## src/rtl/vision_pkg.sv

```systemverilog
// Shared types for the vision pipeline blocks.
package vision_pkg;

  typedef enum logic [1:0] {
    IDLE   = 2'd0,
    PRIME  = 2'd1,
    STREAM = 2'd2
  } sched_state_e;

endpackage

```

## src/rtl/counter_roll.sv

```systemverilog
// Rolling up-counter: counts 0..max_val_i on en_i, then wraps to 0.
module counter_roll #(
  parameter int Width = 8
) (
  input  logic             clk_i,
  input  logic             rst_i,
  input  logic             clr_i,
  input  logic             en_i,
  input  logic [Width-1:0] max_val_i,
  output logic [Width-1:0] count_o,
  output logic             last_o
);

  logic [Width-1:0] r_count;

  assign last_o  = (r_count == max_val_i);
  assign count_o = r_count;

  // Clear wins over enable so a frame-end or abort beat lands on zero.
  always_ff @(posedge clk_i) begin
    if (rst_i || clr_i) begin
      r_count <= '0;
    end else if (en_i) begin
      r_count <= last_o ? '0 : r_count + 1'b1;
    end
  end

endmodule

```

## src/rtl/window_sched.sv

```systemverilog
// Raster scheduler for a KernelWidth x KernelWidth sliding window over a frame,
// tracking pixel position and flagging beats where a full window is available.
import vision_pkg::*;

module window_sched #(
  parameter int LineWidth   = 640,
  parameter int FrameHeight = 480,
  parameter int KernelWidth = 3
) (
  input  logic                             clk_i,
  input  logic                             rst_i,
  input  logic                             start_i,
  input  logic                             cont_i,
  input  logic                             abort_i,
  input  logic                             in_valid_i,
  output logic                             in_ready_o,
  output logic                             buf_valid_o,
  input  logic                             buf_ready_i,
  output logic                             win_valid_o,
  output logic [$clog2(FrameHeight)-1:0]   win_row_o,
  output logic [$clog2(LineWidth)-1:0]     win_col_o,
  output logic                             sof_o,
  output logic                             eol_o,
  output logic                             eof_o,
  output logic                             busy_o,
  output logic                             done_o
);

  localparam int ColWidth = $clog2(LineWidth);
  localparam int RowWidth = $clog2(FrameHeight);

  localparam logic [ColWidth-1:0] ColLast      = ColWidth'(LineWidth - 1);
  localparam logic [RowWidth-1:0] RowLast      = RowWidth'(FrameHeight - 1);
  localparam logic [RowWidth-1:0] RowPrimeLast = RowWidth'(KernelWidth - 2);
  localparam logic [RowWidth-1:0] RowOffset    = RowWidth'(KernelWidth - 1);
  localparam logic [ColWidth-1:0] ColOffset    = ColWidth'(KernelWidth - 1);

  sched_state_e r_state;
  sched_state_e w_state_nxt;

  logic [RowWidth-1:0] r_row;
  logic                r_done;
  logic [ColWidth-1:0] w_col;
  logic                w_col_last;
  logic                w_row_last;
  logic                w_active;
  logic                w_fire;
  logic                w_count;
  logic                w_frame_end;
  logic                w_clear;
  logic                w_win;

  assign w_active    = (r_state != IDLE);
  assign buf_valid_o = w_active & in_valid_i;
  assign in_ready_o  = w_active & buf_ready_i;
  assign busy_o      = w_active;
  assign w_fire      = buf_valid_o & buf_ready_i;

  // An abort beat still moves data but must not advance the raster position.
  assign w_count     = w_fire & ~abort_i;
  assign w_row_last  = (r_row == RowLast);
  assign w_frame_end = w_count & w_row_last & w_col_last;
  assign w_clear     = (w_active & abort_i) | w_frame_end;

  counter_roll #(
    .Width (ColWidth)
  ) u_col (
    .clk_i     (clk_i),
    .rst_i     (rst_i),
    .clr_i     (w_clear),
    .en_i      (w_count),
    .max_val_i (ColLast),
    .count_o   (w_col),
    .last_o    (w_col_last)
  );

  always_ff @(posedge clk_i) begin
    if (rst_i || w_clear) begin
      r_row <= '0;
    end else if (w_count && w_col_last) begin
      r_row <= r_row + 1'b1;
    end
  end

  always_ff @(posedge clk_i) begin
    if (rst_i) begin
      r_done <= 1'b0;
    end else begin
      r_done <= w_frame_end;
    end
  end

  always_ff @(posedge clk_i) begin
    if (rst_i) begin
      r_state <= IDLE;
    end else begin
      r_state <= w_state_nxt;
    end
  end

  // PRIME covers the rows that only fill the line buffers; frame end is
  // checked first so frames shorter than the kernel still terminate.
  always_comb begin
    w_state_nxt = r_state;
    case (r_state)
      IDLE: begin
        if (start_i) w_state_nxt = PRIME;
      end
      PRIME: begin
        if (abort_i) begin
          w_state_nxt = IDLE;
        end else if (w_frame_end) begin
          w_state_nxt = cont_i ? PRIME : IDLE;
        end else if (w_count && (r_row == RowPrimeLast) && w_col_last) begin
          w_state_nxt = STREAM;
        end
      end
      STREAM: begin
        if (abort_i) begin
          w_state_nxt = IDLE;
        end else if (w_frame_end) begin
          w_state_nxt = cont_i ? PRIME : IDLE;
        end
      end
      default: w_state_nxt = IDLE;
    endcase
  end

  assign w_win       = w_fire & (r_row >= RowOffset) & (w_col >= ColOffset);
  assign win_valid_o = w_win;
  assign win_row_o   = w_win ? (r_row - RowOffset) : '0;
  assign win_col_o   = w_win ? (w_col - ColOffset) : '0;

  assign sof_o  = w_fire & (r_row == '0) & (w_col == '0);
  assign eol_o  = w_fire & w_col_last;
  assign eof_o  = w_fire & w_row_last & w_col_last;
  assign done_o = r_done;

endmodule

```

## config.mk

```make
export PLATFORM = sky130hd
export DESIGN_NAME = window_sched
export DESIGN_NICKNAME = d
export VERILOG_FILES = /design/src/rtl/vision_pkg.sv /design/src/rtl/counter_roll.sv /design/src/rtl/window_sched.sv
export SDC_FILE = /design/constraint.sdc
export NUM_CORES = 1
export LEC_CHECK = 0
export CAP_MARGIN = 10
export CORE_MARGIN = 4
export CORE_UTILIZATION = 56
export CTS_CLUSTER_SIZE = 8
export DETAILED_ROUTE_END_ITERATION = 10
export PLACE_DENSITY = 0.85
export SYNTH_ARGS = -nofsm -noshare
export SYNTH_HDL_FRONTEND = slang
export SYNTH_HIERARCHICAL = 1
export SYNTH_SLANG_ARGS = --single-unit
```

## constraint.sdc

```tcl
create_clock -name clk_i -period 8.16 [get_ports clk_i]
set_clock_uncertainty 0.15 [all_clocks]
set_input_delay 1.632 -clock clk_i [delete_from_list [all_inputs] [get_ports clk_i]]
set_output_delay 1.632 -clock clk_i [all_outputs]
set_load 0.05 [all_outputs]
```

Yosys cells after proc, flatten, opt, wreduce, memory -nomap -nowiden
Index checks and enable logic that the tools add are counted.
{ "word_totals": {"out_inout_bits": 27, "in_bits": 7, "elab_cells": 54, "ff_bits": 22} }
{ "classes": {"magnitude_cmp": 2, "add_sub_neg": 4, "n_mux": 11, "reduce_logical": 9, "bitwise_logic": 16, "eq_ne": 8} }
{ "ops": {"columns": ["operator", "n"], "rows": [
  ["two-way mux 10 bit", 2],
  ["bitwise AND 1 bit", 14],
  ["two-way mux 2 bit", 6],
  ["adder 10 x 1 -> 10 bit, second input constant", 1],
  ["== test 10 bit, second input constant", 1],
  ["greater-or-equal comparator 10 x 2 -> 1 bit, second input constant", 1],
  ["zero test 10 bit", 1],
  ["subtractor 10 x 2 -> 10 bit, second input constant", 1],
  ["adder 9 x 1 -> 9 bit, second input constant", 1],
  ["== test 9 x 1 -> 1 bit, second input constant", 1],
  ["== test 9 bit, second input constant", 1],
  ["greater-or-equal comparator 9 x 2 -> 1 bit, second input constant", 1],
  ["zero test 9 bit", 1],
  ["two-way mux 9 bit", 1],
  ["subtractor 9 x 2 -> 9 bit, second input constant", 1],
  ["one-hot mux 2 bit (3 select lines)", 1],
  ["!= test 4 bit, second input constant", 1],
  ["logical AND 1 bit", 3],
  ["!= test 3 bit, second input constant", 1],
  ["AND reduction 3 bit", 1],
  ["== test 2 x 1 -> 1 bit, second input constant", 1],
  ["== test 2 bit, second input constant", 1],
  ["zero test 2 bit", 1],
  ["!= test 2 bit, second input constant", 1],
  ["other kinds (5)", 5]
]} }

Longest topological paths before layout
Gate-level depths: netlist of run 1.
{ "logic_depth": {"ltp_word": 10, "ltp_mapped": 11, "ltp_nobuf": 8} }

Cells and area by module
Netlist of run 1, hierarchy kept.
{ "modules_own_cells": {"columns": ["module", "n_inst", "area_each_um2", "seq_area_each_um2", "cells_per_inst"], "rows": [
  ["window_sched", 1, 1116.1, 240.2, 157],
  ["counter_roll", 1, 626.9, 200.2, 68]
]} }

Worst setup path before layout of run 1
No wires, ideal clock.
{ "synth_timing": {"kind": "input to output", "start": "input port in_valid_i", "end": "output port win_col_o[3]", "path_buffers": 1, "t_arrival_ns": 3.430, "required_ns": 6.378, "slack_ns": 2.948, "path_stages": 5, "path_cell_list": "o21a_1 nand2_1 a211o_1 buf_2 a21oi_1"} }
{ "synth_via": {"elab_chain_cells": 5} }
{ "synth_rtl": {"columns": ["item", "line_no", "source"], "rows": [
  ["start: declaration", "window_sched.sv:15", "input logic in_valid_i,"],
  ["bitwise AND 1 bit", "window_sched.sv:54", "assign buf_valid_o = w_active & in_valid_i;"],
  ["bitwise AND 1 bit", "window_sched.sv:57", "assign w_fire = buf_valid_o & buf_ready_i;"],
  ["bitwise AND 1 bit (2 in a row)", "window_sched.sv:129", "assign w_win = w_fire & (r_row >= RowOffset) & (w_col >= ColOffset);"],
  ["two-way mux 10 bit", "window_sched.sv:132", "assign win_col_o = w_win ? (w_col - ColOffset) : '0;"],
  ["end: declaration", "window_sched.sv:21", "output logic [$clog2(LineWidth)-1:0] win_col_o,"]
]} }
No other way between the ends.

Worst setup path after layout of run 1
{ "layout_timing": {"start": "input port buf_ready_i", "end": "output port eof_o"} }
{ "layout_via": {"elab_chain_cells": 3} }
{ "layout_rtl": {"columns": ["item", "line_no", "source"], "rows": [
  ["start: declaration", "window_sched.sv:18", "input logic buf_ready_i,"],
  ["bitwise AND 1 bit", "window_sched.sv:57", null],
  ["bitwise AND 1 bit (2 in a row)", "window_sched.sv:136", "assign eof_o = w_fire & w_row_last & w_col_last;"],
  ["end: declaration", "window_sched.sv:24", "output logic eof_o,"]
]} }
No other way between the ends.

==> implementation parameters, run 1 <==
Parameter                              Value

Run status
  Run status    complete, no violations

Critical path
  Required time reported for the critical path endpoint    6.38 ns
  Kind of capture point of the worst setup path    output port
  Number of cells on the worst reg-to-reg path    8
  R2R Setup Slk    between 4 and 5 ns
  Crit path kind    input port to output port
  Crit path max fanout    12
  Critical R2R Capture    u_col/count_o[3]$_SDFFE_PP0P_
  Worst flop-to-flop path startpoint    u_col/count_o[4]$_SDFFE_PP0P_
  Arrival time reported for the critical path endpoint    around 4.2 ns
  Setup crit start kind    input port

Routing
  Wire length per cell    between 10 and 15 microns
  Pre-Repair DR Iteration Count    4
  Final ANT Viol Nets    0
  Post-route DRC violation count    0
  Final WL    4057 microns
  Via density per instance    roughly 5.5
  Number of vias after detailed routing    between 1500 and 2000
  Count of routing violations after the opening detailed-route iteration    106

Floorplanning
  Die outline width    approximately 64 microns
  Effective utilization at floorplan    61.10%
  Chip height    around 64 microns
  Core box area    2853 sq um
  Area of the die    4069 sq um
  Number of rows created at floorplan    19
  Ports placed on the boundary    34

Final layout
  Area growth syn-to-layout    22.40%
  Ratio of cells with drive above 1 in the final layout    under 10%
  Final nets    between 200 and 300
  Fill cell total of the finished layout    approximately 240
  Count of antenna diodes in the layout    0

Clocking
  H-tree depth    1
  Number of buffers added for setup after CTS    0
  Hold buffer count at CTS    0
  Clock-pin slew reported for the worst setup and hold paths after clock tree synthesis    around 0.14 ns
  Clock buffer count from CTS    3
  Number of instances resized during post-cts repair    0
  Clock tree from TritonCTS    yes
  Clock sink total    22
  Clock root buffer    clkbuf_4
  Clk Latency, worst-skew pair    approximately 0.32 ns
  Number of buffers between clock root and the deepest sink    2

Synth
  Share of synthesized registers carrying an async set or reset    0%
  Post-synth EDFFs    0
  Synthesis-stage register bit count    22
  Post-synth top area cell    dfxtp_1
  Area contributors post-synth    dfxtp_1 25%, xnor2_1 15%, nor2_1 8.0%
  Sequential element share of the synthesized area    25.27%
  Main synth FF type    dfxtp_1
  Netlist Area Pre-Place    around 1700 sq um
  Yosys top cell area share    roughly a quarter
  Count of warnings emitted by yosys    6
  Post-synthesis cell count    225
  Mean area per synthesized cell    7.746 sq um
  Unique masters post-synth    46

Timing
  Time the final worst path needs with I/O delays and setup    approximately 6 ns
  Final period utilization    roughly three quarters
  Final max-slew violation count    0
  Max transition margin    between 30 and 40%
  Final setup TNS    0 ns
  Max Clock Freq    ~0.17 GHz
  Unrepaired setup endpoints after global routing    no
  Worst Max-Slew Pin Slew    between 0.9 and 1 ns
  Hold violation total from the final report    0
  # setup viols final    0

Global routing
  Total routing usage reported by global routing    20.28%
  Global-route congestion overflow total    0
  Largest net degree at the start of global routing    21
  Number of global-route vias before repair    around 1400
  Wire length of the first global-routing pass    6720 microns
  Number of antenna violations at the first check in global routing    0

Run
  Max capacitance violation total    0

Placement
  Placer's final routability congestion estimate    between 0.8 and 0.9
  IO buf count    33
  HPWL Detailed    about 2900 microns

Power
  Power per cell area    102.1 nW/um^2
  Reported leakage power    ~0.79 nW
  VDD IR-drop max    0.08304 mV
  Post-route total power    217.9 uW

Hold path
  Hold-critical path depth    2
  WHS Endpoint    r_state[1]$_SDFFE_PP0P_
  Min-delay src    r_state[1]$_SDFFE_PP0P_
  Min-delay worst type    flip-flop to flip-flop
through the flow:
stage | worst slack (ns) | hold WS (ns) | cell area (sq um) | utilization, % | std cells
6_report | 2.137 | 0.4564 | 2133 | 74.78 | 289
5_1_grt | 1.938 | 0.4890 | 2133 | 74.78 | 289
4_1_cts | 2.145 | 0.4532 | 2133 | 74.78 | 289
3_5_place_dp | 2.146 | 0.4154 | 2081 | 72.94 | 285
3_3_place_gp | 2.189 | 0.4004 | 2081 | 72.94 | 285
2_1_floorplan | 2.948 | 0.3764 | 1773 | - | 233
worst max-delay path by stage:
stage / from / end / slack (ns) / cells past startpoint
6_report: buf_ready_i / eof_o / 2.14 / 5
5_1_grt: buf_ready_i / eof_o / 1.94 / 5
4_1_cts: buf_ready_i / eof_o / 2.15 / 5
3_5_place_dp: buf_ready_i / eof_o / 2.15 / 5
3_3_place_gp: buf_ready_i / eof_o / 2.19 / 5
2_1_floorplan: in_valid_i / win_col_o[3] / 2.95 / 5
area by class of cell:
class                      count  area, sq um  share of cell area, %
timing repair buffer          33        330.3                  15.48
clock inverter                 1        30.03                  1.408
multi-input combinational    187         1226                  57.48
inverter                      12        45.04                  2.111
tap                           31        38.79                  1.818
sequential                    22        440.4                  20.65
clock buffer                   3        22.52                  1.056
flip-flops by register name, indices dropped and copies added (netlist names):
register / cells
u_col/count_o: 10
r_row: 9
r_state: 2
done_o: 1
kinds of logic (layout without fill, tap and decap cells):
kind of cell	after synthesis	after routing	share of synthesized area, %
DFF	22	22	25.27
xor gates and xnor gates	36	36	18.09
buffers and inverters	24	49	6.102
other	2	10	0.4309
and+or+nand+nor	104	104	32.45
AOI/OAI and AO/OA	29	29	11.92
adders and majority gates	8	8	5.743
power by group:
group | internal (mW) | switching (mW)
sequential | 0.108 | 0.000720
combinational | 0.00858 | 0.0133
clock | 0.0497 | 0.0377
layout by cell type (no fill, tap or decap), types with 3 or more instances in the layout:
master / instances
nor4_1: 5
ha_1: 8
nand4_1: 7
or4_1: 4
nand2b_1: 11
a21oi_1: 11
nor2_1: 37
conb_1: 10
clkbuf_4: 3
dfxtp_1: 22
inv_1: 10
clkdlybuf4s50_1: 33
a211oi_1: 6
nand2_1: 15
nor3_1: 7
xnor2_1: 30
nor2b_1: 3
xor2_1: 6
Yosys cell counts (2+ instances only):
library cell  count
nand2b_1         11
or2_2             2
nor4_1            5
conb_1            2
ha_1              8
nor2_1           37
xor2_1            6
dfxtp_1          22
o311ai_0          2
or4_1             4
a211oi_1          6
xnor2_1          30
nor2b_1           3
buf_2             4
nor3_1            7
nand4_1           7
nand3_1           2
inv_2             2
inv_1            10
clkbuf_1          5
a21oi_1          11
nand2_1          15
metal layers:
layer,global-route usage (%),part of all wire (%)
met4,5.391,0.71
met5,0,0
met1,29.03,49
met2,29.68,44
met3,5.779,5.6
critical path: stages:
cell             delay [ns]
clkdlybuf4s50_1        0.51
o2111ai_1              0.42
or4_1                  0.77
inv_2                  0.11
clkdlybuf4s50_1        0.80
No activity file was read; power rests on OpenSTA's default activity.
==> inputs of run 2 (changes only) <==
--- a/config.mk
+++ b/config.mk
@@ -7,10 +7,10 @@
 export LEC_CHECK = 0
 export CAP_MARGIN = 10
 export CORE_MARGIN = 4
-export CORE_UTILIZATION = 56
+export CORE_UTILIZATION = 47
 export CTS_CLUSTER_SIZE = 8
 export DETAILED_ROUTE_END_ITERATION = 10
-export PLACE_DENSITY = 0.85
+export PLACE_DENSITY = 0.76
 export SYNTH_ARGS = -nofsm -noshare
 export SYNTH_HDL_FRONTEND = slang
 export SYNTH_HIERARCHICAL = 1
==> constraint.sdc (replaced) <==
create_clock -name clk_i -period 5.38 [get_ports clk_i]
set_clock_uncertainty 0.15 [all_clocks]
set_input_delay 1.076 -clock clk_i [delete_from_list [all_inputs] [get_ports clk_i]]
set_output_delay 1.076 -clock clk_i [all_outputs]
set_load 0.05 [all_outputs]
==> run 2 against run 1 <==
  * Core utilization down 13 points
  * Via count up 1.6%
  * Clock power up 24%
==> implementation parameters, run 2 (same netlist as run 1, synthesis figures left out) <==
Parameter                              Value

Run status
  Run status    complete, no violations

Routing
  Pre-Repair DR Iteration Count    4 (unchanged)
  Final ANT Viol Nets    0 (unchanged)
  Number of vias after detailed routing    1624 (+1.6%)
  Count of routing violations after the opening detailed-route iteration    93 (-12%)
  Final WL    4045 microns (-0.30%)
  Wire length per cell    13.26 microns (-5.5%)
  Post-route DRC violation count    0 (unchanged)
  Via density per instance    5.325 (-3.7%)

Critical path
  Kind of capture point of the worst setup path    output port
  Number of cells on the worst reg-to-reg path    8 (unchanged)
  Critical R2R Capture    u_col/count_o[3]$_SDFFE_PP0P_
  Maximum cell stage delay along the critical path    0.80 ns (about the same)
  Cell-by-cell listing of the critical path    xnor2_1 -> nand4_1 -> nor3_4 -> o2111ai_1 -> or4_1 -> inv_2 -> clkdlybuf4s50_1
  Crit path kind    flip-flop to output port
  Required time reported for the critical path endpoint    4.15 ns (-2.23 ns)
  Setup crit start kind    flip-flop
  Arrival time reported for the critical path endpoint    3.50 ns (-0.74 ns)
  Critical path launch point    u_col/count_o[4]$_SDFFE_PP0P_
  Family of cells with the greatest summed delay on the critical path    simple AND/OR/NAND/NOR gates
  Crit path max fanout    10 (-2)
  Cell type of the slowest stage on the worst timing path    clkdlybuf4s50_1
  R2R Setup Slk    2.25 ns (-2.36 ns)
  Worst flop-to-flop path startpoint    u_col/count_o[4]$_SDFFE_PP0P_
  Worst path buffer plus inverter count    2 (-1)

Timing
  Max transition margin    53.28% (+16 points)
  Final period utilization    around 90%
  Max Clock Freq    around 0.21 GHz
  Worst Max-Slew Pin Slew    0.7008 ns (-0.2359 ns)
  Final max-slew violation count    0 (unchanged)
  Final setup TNS    0 ns (unchanged)
  # setup viols final    0 (unchanged)
  Hold violation total from the final report    0 (unchanged)
  Unrepaired setup endpoints after global routing    no
  Time the final worst path needs with I/O delays and setup    around 4.7 ns

Final layout
  Count of antenna diodes in the layout    0 (unchanged)
  Most frequent cells in the layout    37 x nor2_1, 33 x clkdlybuf4s50_1, 30 x xnor2_1, 22 x dfxtp_1, 15 x nand2_1
  Area growth syn-to-layout    23.69%
  Final nets    276 (+0.73%)
  Fill cell total of the finished layout    323 (+36%)
  Ratio of cells with drive above 1 in the final layout    6.564% (+0.36 points)
  Max FFs per register    10 (unchanged)
  Final design utilization    62.16% (-13 points)
  Commonest non-fill, non-tap cell in the layout    nor2_1
  Number of cells in the finished layout apart from fillers    305 (+5.5%)

Global routing
  Largest net degree at the start of global routing    21 (unchanged)
  Wire length of the first global-routing pass    6927 microns (+3.1%)
  Number of global-route vias before repair    1492 (+3.7%)
  Total routing usage reported by global routing    19.11% (-1.2 points)
  Number of antenna violations at the first check in global routing    0 (unchanged)
  Global-route congestion overflow total    0 (unchanged)

Power
  Post-route total power    305.3 uW (+40%)
  VDD IR-drop max    0.09733 mV (+17%)
  Power per cell area    141.6 nW/um^2 (+39%)
  Reported leakage power    0.7913 nW (+0.41%)

Floorplanning
  Effective utilization at floorplan    50.25% (-11 points)
  Number of rows created at floorplan    21 (+2)
  Ports placed on the boundary    34 (unchanged)
  Chip height    68.90 microns (+8.0%)
  Core box area    3468 sq um (+22%)
  Area of the die    4747 sq um (+17%)
  Die outline width    68.90 microns (+8.0%)

Clocking
  Clock-pin slew reported for the worst setup and hold paths after clock tree synthesis    0.08 ns (-0.06 ns)
  Number of buffers added for setup after CTS    0 (unchanged)
  Hold buffer count at CTS    0 (unchanged)
  H-tree depth    1 (unchanged)
  Number of instances resized during post-cts repair    0 (unchanged)
  Number of buffers between clock root and the deepest sink    2 (unchanged)
  Clk Latency, worst-skew pair    0.27 ns (-0.05 ns)
  Clock sink total    22 (unchanged)
  Clock root buffer    clkbuf_8
  Clock buffer count from CTS    3 (unchanged)
  Clock tree from TritonCTS    yes

Placement
  Placer's final routability congestion estimate    0.8287 (-4.3%)
  HPWL Detailed    2954 microns (+0.20%)
  IO buf count    33 (unchanged)
  Placed Cells    302 (+6.0%)

Hold path
  WHS Endpoint    u_col/count_o[0]$_SDFFE_PP0P_
  Hold-critical path depth    2 (unchanged)
  Min-delay worst type    flip-flop to flip-flop
  Min-delay src    u_col/count_o[0]$_SDFFE_PP0P_

Run
  Max capacitance violation total    0 (unchanged)
## run 2: per-stage QoR
| step | setup WS [ns] | instance area (sq um) | hold WS, ns |
|---|---|---|---|
| global placement | 0.7751 | 2115 | 0.4008 |
| detailed placement | 0.7271 | 2115 | 0.4058 |
| floorplan | 1.280 | 1773 | 0.3764 |
| finish | 0.6499 | 2156 | 0.4183 |
| CTS | 0.6528 | 2156 | 0.4206 |
| global route | 0.5002 | 2156 | 0.4431 |
## run 2: final cells by class
class / count / area [sq um] / share of cell area (%)
multi-input cells: 187 / 1226 / 56.88
well taps: 46 / 57.56 / 2.670
flip-flops and latches: 22 / 440.4 / 20.43
inverters: 12 / 45.04 / 2.089
clock buffers: 3 / 41.29 / 1.915
repair buffers: 35 / 345.3 / 16.02
## run 2: tightest hold or removal path, delay by kind of cell, from the launching register on
kind	cells	cell delay [ns]
AND/OR/NAND/NOR	1	0.10
flip-flops	1	0.38
AO/OA/AOI/OAI	1	0.06
## run 2: worst max path at each step
stage,to,slack (ns),cells after the start
global route,eof_o,0.50,7
floorplan,win_col_o[3],1.28,5
detailed placement,win_row_o[3],0.73,6
finish,eof_o,0.65,7
global placement,win_col_o[3],0.78,6
CTS,eof_o,0.65,7
## run 2: layer usage
metal,track usage (%),part of all wire [%],up-vias
met1,26.46,49,749
li1,-,-,823
met5,0,0,-
met3,2.431,5.8,5
met4,6.569,1.4,0
met2,30.36,44,47
## run 2: report_power, final
group	internal (mW)	leakage [nW]	total (mW)	switching [mW]
registers	0.163	0.177	0.164	0.00110
clock network	0.0502	0.0216	0.108	0.0575
logic	0.0132	0.592	0.0331	0.0200
total	0.227	0.791	0.305	0.0786
==> inputs of run 3 (changes only) <==
--- a/config.mk
+++ b/config.mk
@@ -10,6 +10,7 @@
 export CORE_UTILIZATION = 47
 export CTS_CLUSTER_SIZE = 8
 export DETAILED_ROUTE_END_ITERATION = 10
+export MAX_ROUTING_LAYER = met4
 export PLACE_DENSITY = 0.76
 export SYNTH_ARGS = -nofsm -noshare
 export SYNTH_HDL_FRONTEND = slang
==> run 3 against run 2 <==
  * Wire length grew 0.94%
  * Register-to-register slack is essentially flat
  * Final area is the same
  * Power grew 0.34%
  * Via count shrank 0.31%
  * Core utilization is the same
  * Worst hold slack is essentially flat
  * Non-clock buffer count is the same
  * Largest cell class unchanged
==> implementation parameters, run 3 (same netlist as run 1, synthesis figures left out) <==
Parameter                              Value

Run status
  Run status    complete, no violations

Placement
  IO buf count    33 (unchanged)
  Placer's final routability congestion estimate    0.8413 (+1.5%)
  HPWL Detailed    2954 microns (unchanged)

Final layout
  Area growth syn-to-layout    23.69% (unchanged)
  Commonest non-fill, non-tap cell in the layout    nor2_1
  Max FFs per register    10 (unchanged)
  Count of antenna diodes in the layout    0 (unchanged)
  Most frequent cells in the layout    37 x nor2_1, 33 x clkdlybuf4s50_1, 30 x xnor2_1, 22 x dfxtp_1, 15 x nand2_1
  Final design utilization    62.16% (unchanged)
  Final nets    276 (unchanged)
  Fill cell total of the finished layout    323 (unchanged)
  Ratio of cells with drive above 1 in the final layout    6.564% (unchanged)

Floorplanning
  Die outline width    68.90 microns (unchanged)
  Chip height    68.90 microns (unchanged)
  Ports placed on the boundary    34 (unchanged)
  Effective utilization at floorplan    50.25% (unchanged)
  Area of the die    4747 sq um (unchanged)
  Number of rows created at floorplan    21 (unchanged)
  Core box area    3468 sq um (unchanged)

Critical path
  Cell-by-cell listing of the critical path    xnor2_1 -> nand4_1 -> nor3_4 -> o2111ai_1 -> or4_1 -> inv_2 -> clkdlybuf4s50_1
  Arrival time reported for the critical path endpoint    3.50 ns (about the same)
  Crit path max fanout    10 (unchanged)
  Setup crit start kind    flip-flop
  Cell type of the slowest stage on the worst timing path    clkdlybuf4s50_1
  Required time reported for the critical path endpoint    4.15 ns (about the same)
  Critical path launch point    u_col/count_o[4]$_SDFFE_PP0P_
  Kind of capture point of the worst setup path    output port
  Maximum cell stage delay along the critical path    0.80 ns (about the same)
  Crit path kind    flip-flop to output port
  Worst flop-to-flop path startpoint    u_col/count_o[4]$_SDFFE_PP0P_

Routing
  Wire length per cell    13.39 microns (+0.94%)
  Number of vias after detailed routing    1619 (-0.31%)
  Met3 WL post-DR    251 microns (+7.7%)
  Final WL    4083 microns (+0.94%)
  Post-route DRC violation count    0 (unchanged)
  Met1 Routed Length    1995 microns (+0.50%)
  Final ANT Viol Nets    0 (unchanged)
  Count of routing violations after the opening detailed-route iteration    99 (+6.5%)
  DR top layer    met4
  Met2 WL    1773 microns (+0.28%)
  Via density per instance    5.308 (-0.31%)
  Pre-Repair DR Iteration Count    4 (unchanged)

Timing
  Unrepaired setup endpoints after global routing    no
  Final setup TNS    0 ns (unchanged)
  Final max-slew violation count    0 (unchanged)
  Final period utilization    87.91% (about the same)
  # setup viols final    0 (unchanged)
  Time the final worst path needs with I/O delays and setup    4.729 ns (-0.0007670 ns)
  Max transition margin    53.21% (-0.071 points)
  Hold violation total from the final report    0 (unchanged)
  Worst Max-Slew Pin Slew    0.7019 ns (+0.001070 ns)
  Max Clock Freq    0.2114 GHz (about the same)

Clocking
  Clock sink total    22 (unchanged)
  Number of buffers added for setup after CTS    0 (unchanged)
  Clock buffer count from CTS    3 (unchanged)
  Clock-pin slew reported for the worst setup and hold paths after clock tree synthesis    0.08 ns (about the same)
  Clock tree from TritonCTS    yes
  Clock root buffer    clkbuf_8
  Clk Latency, worst-skew pair    0.27 ns (about the same)
  Number of buffers between clock root and the deepest sink    2 (unchanged)
  Number of instances resized during post-cts repair    0 (unchanged)
  Hold buffer count at CTS    0 (unchanged)
  H-tree depth    1 (unchanged)

Power
  VDD IR-drop max    0.09786 mV (+0.54%)
  Power per cell area    142.1 nW/um^2 (+0.34%)
  Post-route total power    306.4 uW (+0.34%)
  Reported leakage power    0.7913 nW (unchanged)

Run
  Max capacitance violation total    0 (unchanged)

Global routing
  Global-route congestion overflow total    0 (unchanged)
  Total routing usage reported by global routing    19.64% (+0.53 points)
  Number of antenna violations at the first check in global routing    0 (unchanged)
  Wire length of the first global-routing pass    6913 microns (-0.20%)
  Number of global-route vias before repair    1498 (+0.40%)
  Largest net degree at the start of global routing    21 (unchanged)

Hold path
  Min-delay worst type    flip-flop to flip-flop
  Min-delay src    u_col/count_o[0]$_SDFFE_PP0P_
==> run 3: cell counts in the layout (fill, tap and decap cells not counted) <==
Identical to the previous run, type by type.
==> run 3: worst paths after layout <==
path,to,slack (ns),cells past startpoint
worst min register to register,u_col/count_o[0]$_SDFFE_PP0P_,0.42,2
worst max-delay path,eof_o,0.65,7
worst min-delay path,u_col/count_o[0]$_SDFFE_PP0P_,0.42,2
worst max register to register,u_col/count_o[3]$_SDFFE_PP0P_,2.25,8
==> run 3: cell type report <==
class | count | area [sq um] | area share [%]
clock buffer | 3 | 41.29 | 1.915
inverter | 12 | 45.04 | 2.089
multi-input combinational | 187 | 1226 | 56.88
sequential | 22 | 440.4 | 20.43
tap | 46 | 57.56 | 2.670
timing repair buffer | 35 | 345.3 | 16.02
==> run 3: report_power, final <==
group          internal, mW  leakage [nW]  switching [mW]  total [mW]
logic                0.0132         0.592          0.0201      0.0333
registers             0.163         0.177         0.00108       0.164
clock network        0.0502        0.0216          0.0584       0.109
total                 0.227         0.791          0.0796       0.306
==> run 3: per-layer routing <==
metal / up-vias / global-route usage (%)
met5: - / -
met4: 0 / 6.569
met3: 5 / 2.107
met2: 50 / 30.48
met1: 741 / 26.56
li1: 823 / -
==> run 3: per-stage QoR <==
stage               worst slack, ns  hold slack, ns  instance area [sq um]  instances
finish                       0.6507          0.4184                   2156        305
detailed placement           0.7271          0.4058                   2115        302
floorplan                     1.280          0.3764                   1773        233
CTS                          0.6528          0.4206                   2156        305
global route                 0.5002          0.4431                   2156        305
global placement             0.7751          0.4008                   2115        302
==> run 3: worst max-delay path, delay by kind of cell, from the launching register on <==
family,cells,cell delay (ns)
buffers and inverters,2,0.92
and+or+nand+nor,3,1.39
xor gates and xnor gates,1,0.16
AOI/OAI and AO/OA,1,0.20
DFF,1,0.55
